**config.mk**
```make
export PLATFORM = sky130hd
export DESIGN_NAME = exec_issue_pipeline
export DESIGN_NICKNAME = d
export VERILOG_FILES = /design/src/rtl/exec_issue_pipeline_pkg.sv /design/src/rtl/exec_issue_pipeline_dest_queue.sv /design/src/rtl/exec_issue_pipeline.sv
export SDC_FILE = /design/constraint.sdc
export NUM_CORES = 1
export LEC_CHECK = 0
export CORE_AREA = 5 5 280 282
export CTS_BUF_LIST = sky130_fd_sc_hd__clkbuf_2 sky130_fd_sc_hd__clkbuf_4 sky130_fd_sc_hd__clkbuf_8
export DETAILED_ROUTE_END_ITERATION = 10
export DIE_AREA = 0 0 285 287
export DONT_BUFFER_PORTS = 1
export GPL_ROUTABILITY_DRIVEN = 0
export PLACE_DENSITY_LB_ADDON = 0.2
export SLEW_MARGIN = 20
export SYNTH_ARGS = -nofsm -noshare
export SYNTH_HDL_FRONTEND = slang
export SYNTH_SLANG_ARGS = --single-unit
export TNS_END_PERCENT = 100
```
**constraint.sdc**
```tcl
create_clock -name Clock -period 7.98 [get_ports Clock]
set_input_delay 0.798 -clock Clock [delete_from_list [all_inputs] [get_ports Clock]]
set_output_delay 0.798 -clock Clock [all_outputs]
set_load 0.1 [all_outputs]
```
**src/rtl/exec_issue_pipeline_pkg.sv**
```systemverilog
// Shared types and opcode helpers for the pipelined execution/issue unit.
// Opcode class lives in the top nibble; an all-zero opcode is a NOP.
package exec_issue_pipeline_pkg;

    typedef enum logic [1:0] {
        ST_AFTER_RESET = 2'd0,
        ST_RUN         = 2'd1,
        ST_FLUSH       = 2'd2
    } exe_state_t;

    localparam logic [15:0] OP_NOP       = 16'h0000;
    localparam logic [3:0]  BRANCH_CLASS = 4'hB;

    function automatic logic op_is_branch(input logic [3:0] cls);
        return cls == BRANCH_CLASS;
    endfunction

    function automatic logic op_writes(input logic is_nop, input logic [3:0] cls);
        return !is_nop && !op_is_branch(cls);
    endfunction

    // LSB position of channel ch in a packed row of width-bit channels
    function automatic int unsigned chan_lsb(input int unsigned ch, input int unsigned width);
        return ch * width;
    endfunction

endpackage

```
**src/rtl/exec_issue_pipeline_dest_queue.sv**
```systemverilog
// In-order queue of in-flight destinations with per-entry squash bits
// and a parallel compare of two source addresses against live writers.
module exec_dest_queue
    import exec_issue_pipeline_pkg::*;
#(
    parameter int DEPTH  = 4,
    parameter int ADDR_W = 16,
    parameter int OP_W   = 16,
    localparam int PTR_W = $clog2(DEPTH),
    localparam int CNT_W = PTR_W + 1
) (
    input  logic              i_clk,
    input  logic              i_rst,
    input  logic              i_push,
    input  logic [OP_W-1:0]   i_push_op,
    input  logic [ADDR_W-1:0] i_push_dest,
    input  logic              i_pop,
    input  logic              i_squash,
    input  logic [ADDR_W-1:0] i_cmp_a,
    input  logic [ADDR_W-1:0] i_cmp_b,
    output logic [OP_W-1:0]   o_head_op,
    output logic [ADDR_W-1:0] o_head_dest,
    output logic              o_head_squash,
    output logic [CNT_W-1:0]  o_count,
    output logic              o_full,
    output logic              o_empty,
    output logic              o_hit
);

    logic [OP_W-1:0]   r_op   [DEPTH];
    logic [ADDR_W-1:0] r_dest [DEPTH];
    logic [DEPTH-1:0]  r_sq;
    logic [PTR_W-1:0]  r_rd;
    logic [PTR_W-1:0]  r_wr;
    logic [CNT_W-1:0]  r_cnt;

    logic              w_push;
    logic              w_pop;
    logic [PTR_W-1:0]  w_off [DEPTH];
    logic [DEPTH-1:0]  w_valid;
    logic [DEPTH-1:0]  w_hit;

    assign o_full  = (r_cnt == CNT_W'(DEPTH));
    assign o_empty = (r_cnt == '0);
    assign w_push  = i_push & !o_full;
    assign w_pop   = i_pop & !o_empty;

    // Entry g is live when its distance from the head is below the count
    for (genvar g = 0; g < DEPTH; g++) begin : g_cmp
        assign w_off[g]   = PTR_W'(g) - r_rd;
        assign w_valid[g] = ({1'b0, w_off[g]} < r_cnt);
        assign w_hit[g]   = w_valid[g] & !r_sq[g]
                          & op_writes(r_op[g] == '0, r_op[g][OP_W-1 -: 4])
                          & ((r_dest[g] == i_cmp_a) | (r_dest[g] == i_cmp_b));
    end

    assign o_hit         = |w_hit;
    assign o_head_op     = r_op[r_rd];
    assign o_head_dest   = r_dest[r_rd];
    assign o_head_squash = r_sq[r_rd];
    assign o_count       = r_cnt;

    always_ff @(posedge i_clk) begin
        if (i_rst) begin
            r_rd  <= '0;
            r_wr  <= '0;
            r_cnt <= '0;
            r_sq  <= '0;
        end else begin
            if (i_squash) begin
                r_sq <= '1;
            end
            if (w_push) begin
                r_op[r_wr]   <= i_push_op;
                r_dest[r_wr] <= i_push_dest;
                r_sq[r_wr]   <= 1'b0;
                r_wr         <= r_wr + 1'b1;
            end
            if (w_pop) begin
                r_rd <= r_rd + 1'b1;
            end
            r_cnt <= r_cnt + CNT_W'(w_push) - CNT_W'(w_pop);
        end
    end

endmodule

```
**src/rtl/exec_issue_pipeline.sv**
```systemverilog
// Pipelined issue/retire unit: handshakes decoded ops to the ALU, tracks
// in-flight destinations, writes results back and resolves branches.
module exec_issue_pipeline
    import exec_issue_pipeline_pkg::*;
#(
    parameter int WIDTH      = 32,
    parameter int CHANNELS   = 3,
    parameter int ADDR_W     = 16,
    parameter int OP_W       = 16,
    parameter int ROM_ADDR_W = 16,
    parameter int DEPTH      = 4,
    localparam int DW        = CHANNELS * WIDTH,
    localparam int CNT_W     = $clog2(DEPTH) + 1
) (
    input  logic                  Clock,
    input  logic                  Reset,
    input  logic                  iDecodeDone,
    output logic                  oExeReady,
    input  logic [OP_W-1:0]       iOperation,
    input  logic [DW-1:0]         iSource0,
    input  logic [DW-1:0]         iSource1,
    input  logic [ADDR_W-1:0]     iDestination,
    input  logic [ADDR_W-1:0]     iSrc0Addr,
    input  logic [ADDR_W-1:0]     iSrc1Addr,
    output logic                  oTriggerALU,
    output logic [OP_W-1:0]       oALUOperation,
    output logic [DW-1:0]         oALUSrcA,
    output logic [DW-1:0]         oALUSrcB,
    input  logic [DW-1:0]         iALUResult,
    input  logic                  iALUOutputReady,
    input  logic                  iBranchTaken,
    input  logic                  iBranchNotTaken,
    output logic                  oJumpFlag,
    output logic [ROM_ADDR_W-1:0] oJumpIp,
    output logic                  oRAMWriteEnable,
    output logic [ADDR_W-1:0]     oRAMWriteAddress,
    output logic [DW-1:0]         oRAMWriteData,
    output logic                  oBusy,
    output logic [CNT_W-1:0]      oPending,
    output logic [ADDR_W-1:0]     oLastDestination,
    output logic                  oUnderflow
);

    exe_state_t            r_state;
    logic                  r_trig;
    logic [OP_W-1:0]       r_op;
    logic [DW-1:0]         r_srca;
    logic [DW-1:0]         r_srcb;
    logic                  r_we;
    logic [ADDR_W-1:0]     r_waddr;
    logic [DW-1:0]         r_wdata;
    logic                  r_jump;
    logic [ROM_ADDR_W-1:0] r_jip;
    logic                  r_uf;

    logic [OP_W-1:0]       w_head_op;
    logic [ADDR_W-1:0]     w_head_dest;
    logic                  w_head_sq;
    logic [CNT_W-1:0]      w_count;
    logic                  w_full;
    logic                  w_empty;
    logic                  w_qhit;
    logic                  w_hazard;
    logic                  w_accept;
    logic                  w_retire;
    logic                  w_live;
    logic                  w_write;
    logic                  w_jump;

    exec_dest_queue #(
        .DEPTH  (DEPTH),
        .ADDR_W (ADDR_W),
        .OP_W   (OP_W)
    ) u_queue (
        .i_clk         (Clock),
        .i_rst         (Reset),
        .i_push        (w_accept),
        .i_push_op     (iOperation),
        .i_push_dest   (iDestination),
        .i_pop         (w_retire),
        .i_squash      (w_jump),
        .i_cmp_a       (iSrc0Addr),
        .i_cmp_b       (iSrc1Addr),
        .o_head_op     (w_head_op),
        .o_head_dest   (w_head_dest),
        .o_head_squash (w_head_sq),
        .o_count       (w_count),
        .o_full        (w_full),
        .o_empty       (w_empty),
        .o_hit         (w_qhit)
    );

    // A write already on the RAM port still counts as pending for one cycle
    assign w_hazard = w_qhit | (r_we & ((iSrc0Addr == r_waddr) | (iSrc1Addr == r_waddr)));
    assign oExeReady = (r_state == ST_RUN) & !w_full & !w_hazard & !iBranchTaken;
    assign w_accept  = iDecodeDone & oExeReady;
    assign w_retire  = iALUOutputReady & !w_empty;
    assign w_live    = w_retire & !w_head_sq & (r_state == ST_RUN);
    assign w_write   = w_live & (w_head_op != OP_W'(OP_NOP))
                     & !iBranchTaken & !iBranchNotTaken;
    assign w_jump    = w_live & iBranchTaken;

    assign oTriggerALU      = r_trig;
    assign oALUOperation    = r_op;
    assign oALUSrcA         = r_srca;
    assign oALUSrcB         = r_srcb;
    assign oRAMWriteEnable  = r_we;
    assign oRAMWriteAddress = r_waddr;
    assign oRAMWriteData    = r_wdata;
    assign oLastDestination = r_waddr;
    assign oJumpFlag        = r_jump;
    assign oJumpIp          = r_jip;
    assign oUnderflow       = r_uf;
    assign oPending         = w_count;
    assign oBusy            = (w_count != '0) | (r_state != ST_RUN);

    always_ff @(posedge Clock) begin
        if (Reset) begin
            r_state <= ST_AFTER_RESET;
            r_trig  <= 1'b0;
            r_op    <= '0;
            r_srca  <= '0;
            r_srcb  <= '0;
            r_we    <= 1'b0;
            r_waddr <= '0;
            r_wdata <= '0;
            r_jump  <= 1'b0;
            r_jip   <= '0;
            r_uf    <= 1'b0;
        end else begin
            r_trig <= w_accept;
            if (w_accept) begin
                r_op   <= iOperation;
                r_srca <= iSource1;
                r_srcb <= iSource0;
            end
            r_we <= w_write;
            if (w_write) begin
                r_waddr <= w_head_dest;
                r_wdata <= iALUResult;
            end
            r_jump <= w_jump;
            if (w_jump) begin
                r_jip <= ROM_ADDR_W'(w_head_dest);
            end
            if (iALUOutputReady & w_empty) begin
                r_uf <= 1'b1;
            end
            unique case (r_state)
                ST_AFTER_RESET: r_state <= ST_RUN;
                ST_RUN: begin
                    if (w_jump && (w_count > CNT_W'(1))) begin
                        r_state <= ST_FLUSH;
                    end
                end
                ST_FLUSH: begin
                    if (w_empty) begin
                        r_state <= ST_RUN;
                    end
                end
                default: r_state <= ST_AFTER_RESET;
            endcase
        end
    end

endmodule

```
Yosys cells after proc, flatten, opt, wreduce, memory -nomap -nowiden
Memories as Yosys holds them, arrays and structs flattened. A register that Yosys moved wholly into a read port is not among the register bits.
Cells that the tools add are included.
{"block": "totals", "regBits": 353, "n_memories": 2, "ramBits": 128, "output_inout_bits": 361, "in_bits": 358}
{"memory": "u_queue.r_dest", "depth": 4, "width": 16, "rd": 5, "rd_ports_with_merged_regs": 1, "write_ports": 1, "line_no": "exec_issue_pipeline_dest_queue.sv:31", "text": "logic [ADDR_W-1:0] r_dest [DEPTH];"}
{"memory": "u_queue.r_op", "depth": 4, "width": 16, "rd": 5, "rd_ports_with_merged_regs": 1, "write_ports": 1, "line_no": "exec_issue_pipeline_dest_queue.sv:30", "text": "logic [OP_W-1:0] r_op [DEPTH];"}
{"block": "op_classes", "eq_ne": 20, "n_addsub": 8, "mux": 17, "reduce_logical": 34, "bitwise": 36, "magnitude_cmp": 8}
{"op": "16-bit == test", "count": 10}
{"op": "16-bit zero test", "count": 4}
{"op": "1-bit AND", "count": 27}
{"op": "1-bit zero test", "count": 18}
{"op": "4-bit == test, second input constant", "count": 4}
{"op": "16-bit nonzero test", "count": 1}
{"op": "2-bit by 3-bit < comparator with 1-bit output", "count": 4}
{"op": "2-bit two-way mux", "count": 6}
{"op": "4-bit two-way mux", "count": 3}
{"op": "1-bit bitwise OR", "count": 7}
{"op": "1-bit logical AND", "count": 6}
{"op": "2-bit by 3-bit < comparator with 1-bit output, second input constant", "count": 2}
{"op": "2-bit by 1-bit inequality test with 1-bit output, second input constant", "count": 3}
{"op": "2-bit case mux with 3 select lines", "count": 1}
{"op": "1-bit two-way mux", "count": 5}
{"op": "2-bit by 1-bit adder with 2-bit output, second input constant", "count": 2}
{"op": "4-bit AND", "count": 1}
{"op": "4-bit inverter", "count": 1}
{"op": "4-bit OR reduction", "count": 1}
{"op": "1-bit by 2-bit subtractor with 2-bit output, first input constant", "count": 2}
{"op": "2-bit subtractor, first input constant", "count": 2}
{"op": "3-bit by 1-bit adder with 3-bit output", "count": 1}
{"op": "3-bit == test, second input constant", "count": 1}
{"op": "3-bit by 1-bit greater-than comparator with 1-bit output, second input constant", "count": 1}
{"op": "10 further kinds", "count": 10}

Longest topological paths before layout
{"block": "logic_depth", "depth_word": 15, "depth_mapped": 15}

Cells and area by module
Synthesis repeated with hierarchy kept, for this count alone.
{"block": "unflattened", "hier_cells": 2001, "area_unflattened_um2": 21162.8}
{"module": "exec_issue_pipeline", "area_per_inst_um2": 14247.4, "cells_each": 1551, "instances": 1}
{"module": "exec_dest_queue", "area_per_inst_um2": 6915.4, "cells_each": 450, "instances": 1}

Worst setup path after synthesis
No wires, ideal clock.
{"block": "synth_timing", "path_type": "flip-flop to output port", "from": "register u_queue.r_cnt[1], in the netlist u_queue.o_count[1]", "to": "output oExeReady", "arrival_time_ps": 4367, "path_stages_with_launch": 8, "setup_slack_ps": 2815, "path_cell_list": "dfxtp_1 > inv_1 > ha_1 > a21boi_0 > o21ai_0 > o2111ai_1 > nand4_1 > nor3_1"}
{"block": "synth_via", "elab_chain_len": 9, "elab_cells_between_ends": 24}
{"element": "start: declaration", "line_no": "exec_issue_pipeline_dest_queue.sv:35", "text": "logic [CNT_W-1:0] r_cnt;"}
{"element": "start signal: assignment", "line_no": "exec_issue_pipeline_dest_queue.sv:82", "text": "r_cnt <= r_cnt + CNT_W'(w_push) - CNT_W'(w_pop);"}
{"element": "2-bit by 3-bit < comparator with 1-bit output", "line_no": "exec_issue_pipeline_dest_queue.sv:51", "text": "assign w_valid[g] = ({1'b0, w_off[g]} < r_cnt);"}
{"element": "1-bit AND", "line_no": "exec_issue_pipeline_dest_queue.sv:52", "text": "assign w_hit[g] = w_valid[g] & !r_sq[g]"}
{"element": "1-bit AND", "line_no": "exec_issue_pipeline_dest_queue.sv:53", "text": "& op_writes(r_op[g] == '0, r_op[g][OP_W-1 -: 4])"}
{"element": "1-bit AND", "line_no": "exec_issue_pipeline_dest_queue.sv:54", "text": "& ((r_dest[g] == i_cmp_a) | (r_dest[g] == i_cmp_b));"}
{"element": "4-bit OR reduction", "line_no": "exec_issue_pipeline_dest_queue.sv:57", "text": "assign o_hit = |w_hit;"}
{"element": "1-bit bitwise OR", "line_no": "exec_issue_pipeline.sv:94", "text": "assign w_hazard = w_qhit | (r_we & ((iSrc0Addr == r_waddr) | (iSrc1Addr == r_waddr)));"}
{"element": "1-bit zero test", "line_no": "exec_issue_pipeline.sv:95", "text": "assign oExeReady = (r_state == ST_RUN) & !w_full & !w_hazard & !iBranchTaken;"}
{"element": "1-bit AND (*) (2 in a row)", "line_no": "exec_issue_pipeline.sv:95"}
{"element": "end: declaration", "line_no": "exec_issue_pipeline.sv:18", "text": "output logic oExeReady,"}
Every way passes the cells marked *; elsewhere a longest branch is shown, timed or not.

Worst setup path after layout
{"block": "layout_timing", "from": "register r_waddr[10], in the netlist oLastDestination[10]", "to": "output oExeReady"}
{"block": "layout_via", "elab_chain_len": 7, "elab_cells_between_ends": 8}
{"element": "start: declaration", "line_no": "exec_issue_pipeline.sv:50", "text": "logic [ADDR_W-1:0] r_waddr;"}
{"element": "start signal: assignment", "line_no": "exec_issue_pipeline.sv:139", "text": "r_waddr <= w_head_dest;"}
{"element": "16-bit == test", "line_no": "exec_issue_pipeline.sv:94"}
{"element": "1-bit bitwise OR (*)", "line_no": "exec_issue_pipeline.sv:94"}
{"element": "1-bit AND (*)", "line_no": "exec_issue_pipeline.sv:94"}
{"element": "1-bit bitwise OR (*)", "line_no": "exec_issue_pipeline.sv:94"}
{"element": "1-bit zero test (*)", "line_no": "exec_issue_pipeline.sv:95"}
{"element": "1-bit AND (*) (2 in a row)", "line_no": "exec_issue_pipeline.sv:95"}
Marked as above.

==> metrics.md <==
| Metric | Value |
|---|---|
| RR Startpoint | `oLastDestination[10]$_SDFFE_PP0P_` |
| Post-synth top flop | `dfxtp_1` |
| Port Buffers | `0` |
| Syn nets | `2255` |
| Vias post-DR | `13200` |
| Skew-Pair Late Insertion Delay | `0.66 ns` |
| Clk_skew | `0.0357 ns` |
| Crit path max fanout | `5` |
| Tot GR Track Use | `0.153` |
| Max Buffers Root-to-Sink | `3` |
| Final Setup Violations | `0` |
| Tmin final | `4.50 ns` |
| Final WL | `67.1 mm` |
| VDD IR-drop max | `0.151 mV` |
| Placed cell count | `2725` |
| Critical path required time | `7.18 ns` |
| Avg Cell Area, Syn | `11.3 um2` |
| Routed vias/inst | `4.59` |
| Seq/Total Area, Yosys | `0.514` |
| RSZ-0062 raised after global routing | `no` |
| CTS H-tree depth | `3` |
| Worst min-delay path class | `input port to flop` |
| Setup TNS | `0 ns` |
| Reg2reg setup slack | `3.56 ns` |
| Initial antenna violation count | `5` |
| DIE WIDTH | `285 um` |
| CTS Root Cell | `clkbuf_8` |
| Cell taking the most area after synthesis | `dfxtp_1` |
| Yosys cell types | `42` |
| Worst hold start | `iDestination[13]` |
| Grt ovf | `0` |
| Layout cells sized above 1 | `0.113` |
| Slew headroom | `0.194` |
| Synth warn | `0` |
| R2R cell count | `9` |
| Fin nets | `2209` |
| Most common cell after layout, fill and taps aside | `nand2b_1` |
| Die Span Y | `287 um` |
| Max Cap Viol | `0` |
| Resize count post-CTS | `0` |
| Initial DRC Count | `532` |
| Post-synthesis cell area | `0.0213 mm2` |
| Core area | `0.0754 mm2` |
| Startpoint types | `flop` |
| Number of flops mapped to enable cells by yosys | `128` |
| Run status | `finished clean` |
| Clock-pin slew on the worst setup and hold paths | `0.06 ns` |
| Reg2reg end | `oALUSrcB[63]$_SDFFE_PP0N_` |
| Wire length per cell | `23.2 um` |
| Syn Inst Count | `1884` |
| Crit path DAT | `3.71 ns` |
| Synth top area share | `0.333` |
| Initial Util | `0.283` |
| Area growth from synthesis to layout | `11.2%` |
| Leak pwr | `8.71 nW` |
| Post-route DRC | `0` |
| Post-Layout Cell Count | `2888` |
| Final hold viol count | `0` |
| Largest net degree at the start of global routing | `565` |
| CTS tree | `done` |
| PD cells | `283 mW/mm2` |
| Fmax | `222 MHz` |
| I/O pins | `719` |
| Vias in the first global route | `14000` |
| Core Util, Final | `0.314` |
| Top cells by area, synth | `dfxtp_1 (33%), edfxtp_1 (18%), mux2i_1 (15%), nand2b_1 (12%), xnor2_1 (4.1%)` |
| Hold path endpoint | `u_queue.r_dest[1][13]$_DFFE_PP_` |
| Yosys reg bits | `483` |
| Setup bufs post-CTS | `0` |
| CTS sink cnt | `483` |
| Final slew viol count | `0` |
| Number of clock buffers inserted by TritonCTS | `89` |
| Slew of the pin with the lowest slew margin | `1.21 ns` |
| Post-route antenna net violation count | `0` |
| Crit path capture type | `output pin` |
| Async SR Flop Fraction | `0` |
| Setup CP Type | `flop to output pin` |
| Commonest non-fill, non-tap cells in the layout | `nand2b_1 (420), dfxtp_1 (338), mux2i_1 (321)` |
| TritonRoute pass-1 iters | `4` |
| Hold_buf cts | `0` |
| Rows | `101` |
| Global-route wire length before repair | `95.0 mm` |
| Hold Crit Depth | `0` |
| Period utilization | `0.564` |
| Die area | `0.0818 mm2` |
| Hpwl dp | `49.8 mm` |
-- power breakdown --
| group | switching [mW] | internal, mW | total, mW |
|---|---|---|---|
| clock network | 1.08 | 1.51 | 2.59 |
| logic | 0.393 | 0.312 | 0.705 |
| registers | 0.792 | 2.63 | 3.42 |
-- state kept, by name (all words and copies together), names as in the netlist, 16 cells and up, named ones only --
signal	flops
oALUOperation	16
oALUSrcA	96
oALUSrcB	96
oJumpIp	16
oLastDestination	16
oRAMWriteData	96
u_queue.r_dest	64
u_queue.r_op	64
-- through the flow --
stage | instance area, um2 | total power [mW] | hold WS (ns) | setup slack, ns
final | 23700 | 6.72 | 0.225 | 3.48
after global routing | 23700 | 7.02 | 0.153 | 3.30
after CTS | 23700 | 6.85 | 0.123 | 3.42
after detailed placement | 21700 | 4.20 | 0.513 | 3.53
after global placement | 21700 | 4.19 | 0.499 | 3.61
after floorplan | 21300 | 4.06 | 0.481 | 2.81
-- kinds of logic (layout without fill, tap and decap cells) --
family | Yosys count | after routing | synth area share
AOI/OAI and AO/OA | 43 | 43 | 0.0131
and+or+nand+nor | 670 | 670 | 0.178
muxes | 340 | 340 | 0.170
buffers and inverters | 171 | 196 | 0.0491
adders and majority gates | 13 | 13 | 0.00798
DFF | 483 | 483 | 0.514
xor gates and xnor gates | 164 | 164 | 0.0674
other | 0 | 1 | 0
-- cell usage after synthesis, types with 9 or more instances --
master / n
nand2b_1: 420
dfxtp_1: 355
mux2i_1: 321
nor2_1: 129
edfxtp_1: 128
xnor2_1: 99
clkbuf_1: 67
xor2_1: 65
nor4_1: 38
nand2_1: 35
nand4_1: 31
buf_2: 30
buf_4: 29
a21oi_1: 20
mux4_2: 18
buf_8: 17
inv_1: 17
ha_1: 12
buf_6: 9
-- how the worst max path moves through the flow --
| stage | cells after the start | startpoint | end |
|---|---|---|---|
| after global placement | 9 | oLastDestination[14]$_SDFFE_PP0P_ | oALUSrcB[27]$_SDFFE_PP0N_ |
| after global routing | 9 | oLastDestination[10]$_SDFFE_PP0P_ | oALUSrcB[35]$_SDFFE_PP0N_ |
| after detailed placement | 9 | oLastDestination[2]$_SDFFE_PP0P_ | oALUSrcB[63]$_SDFFE_PP0N_ |
| after floorplan | 7 | u_queue.o_count[1]$_SDFF_PP0_ | oExeReady |
| final | 7 | oLastDestination[10]$_SDFFE_PP0P_ | oExeReady |
| after CTS | 7 | oLastDestination[10]$_SDFFE_PP0P_ | oExeReady |
-- critical path: stages (launching register included) --
cell     delay, ns
dfxtp_2       1.08
xnor2_1       0.19
nand4_1       0.17
nor4_1        0.07
o21ai_0       0.44
nand4_1       0.32
nor3_2        0.53
buf_16        0.23
-- routing by layer --
metal	part of all wire	track usage	wire [um]	up-vias
li1	-	-	-	6234
met1	0.34	0.152	22900	6302
met2	0.51	0.276	34000	581
met3	0.12	0.0750	7800	127
met4	0.035	0.0610	2320	4
met5	0.00043	0	29	-
-- layout make-up --
type | instances | area (um2)
clock buffer | 140 | 1730
timing repair buffer | 17 | 160
inverter | 17 | 63.8
antenna | 1 | 2.50
fill | 7707 | 51700
clock inverter | 22 | 226
tap | 978 | 1220
sequential | 483 | 11000
multi-input combinational | 1230 | 9330
Power figures use the tool's default switching activity.
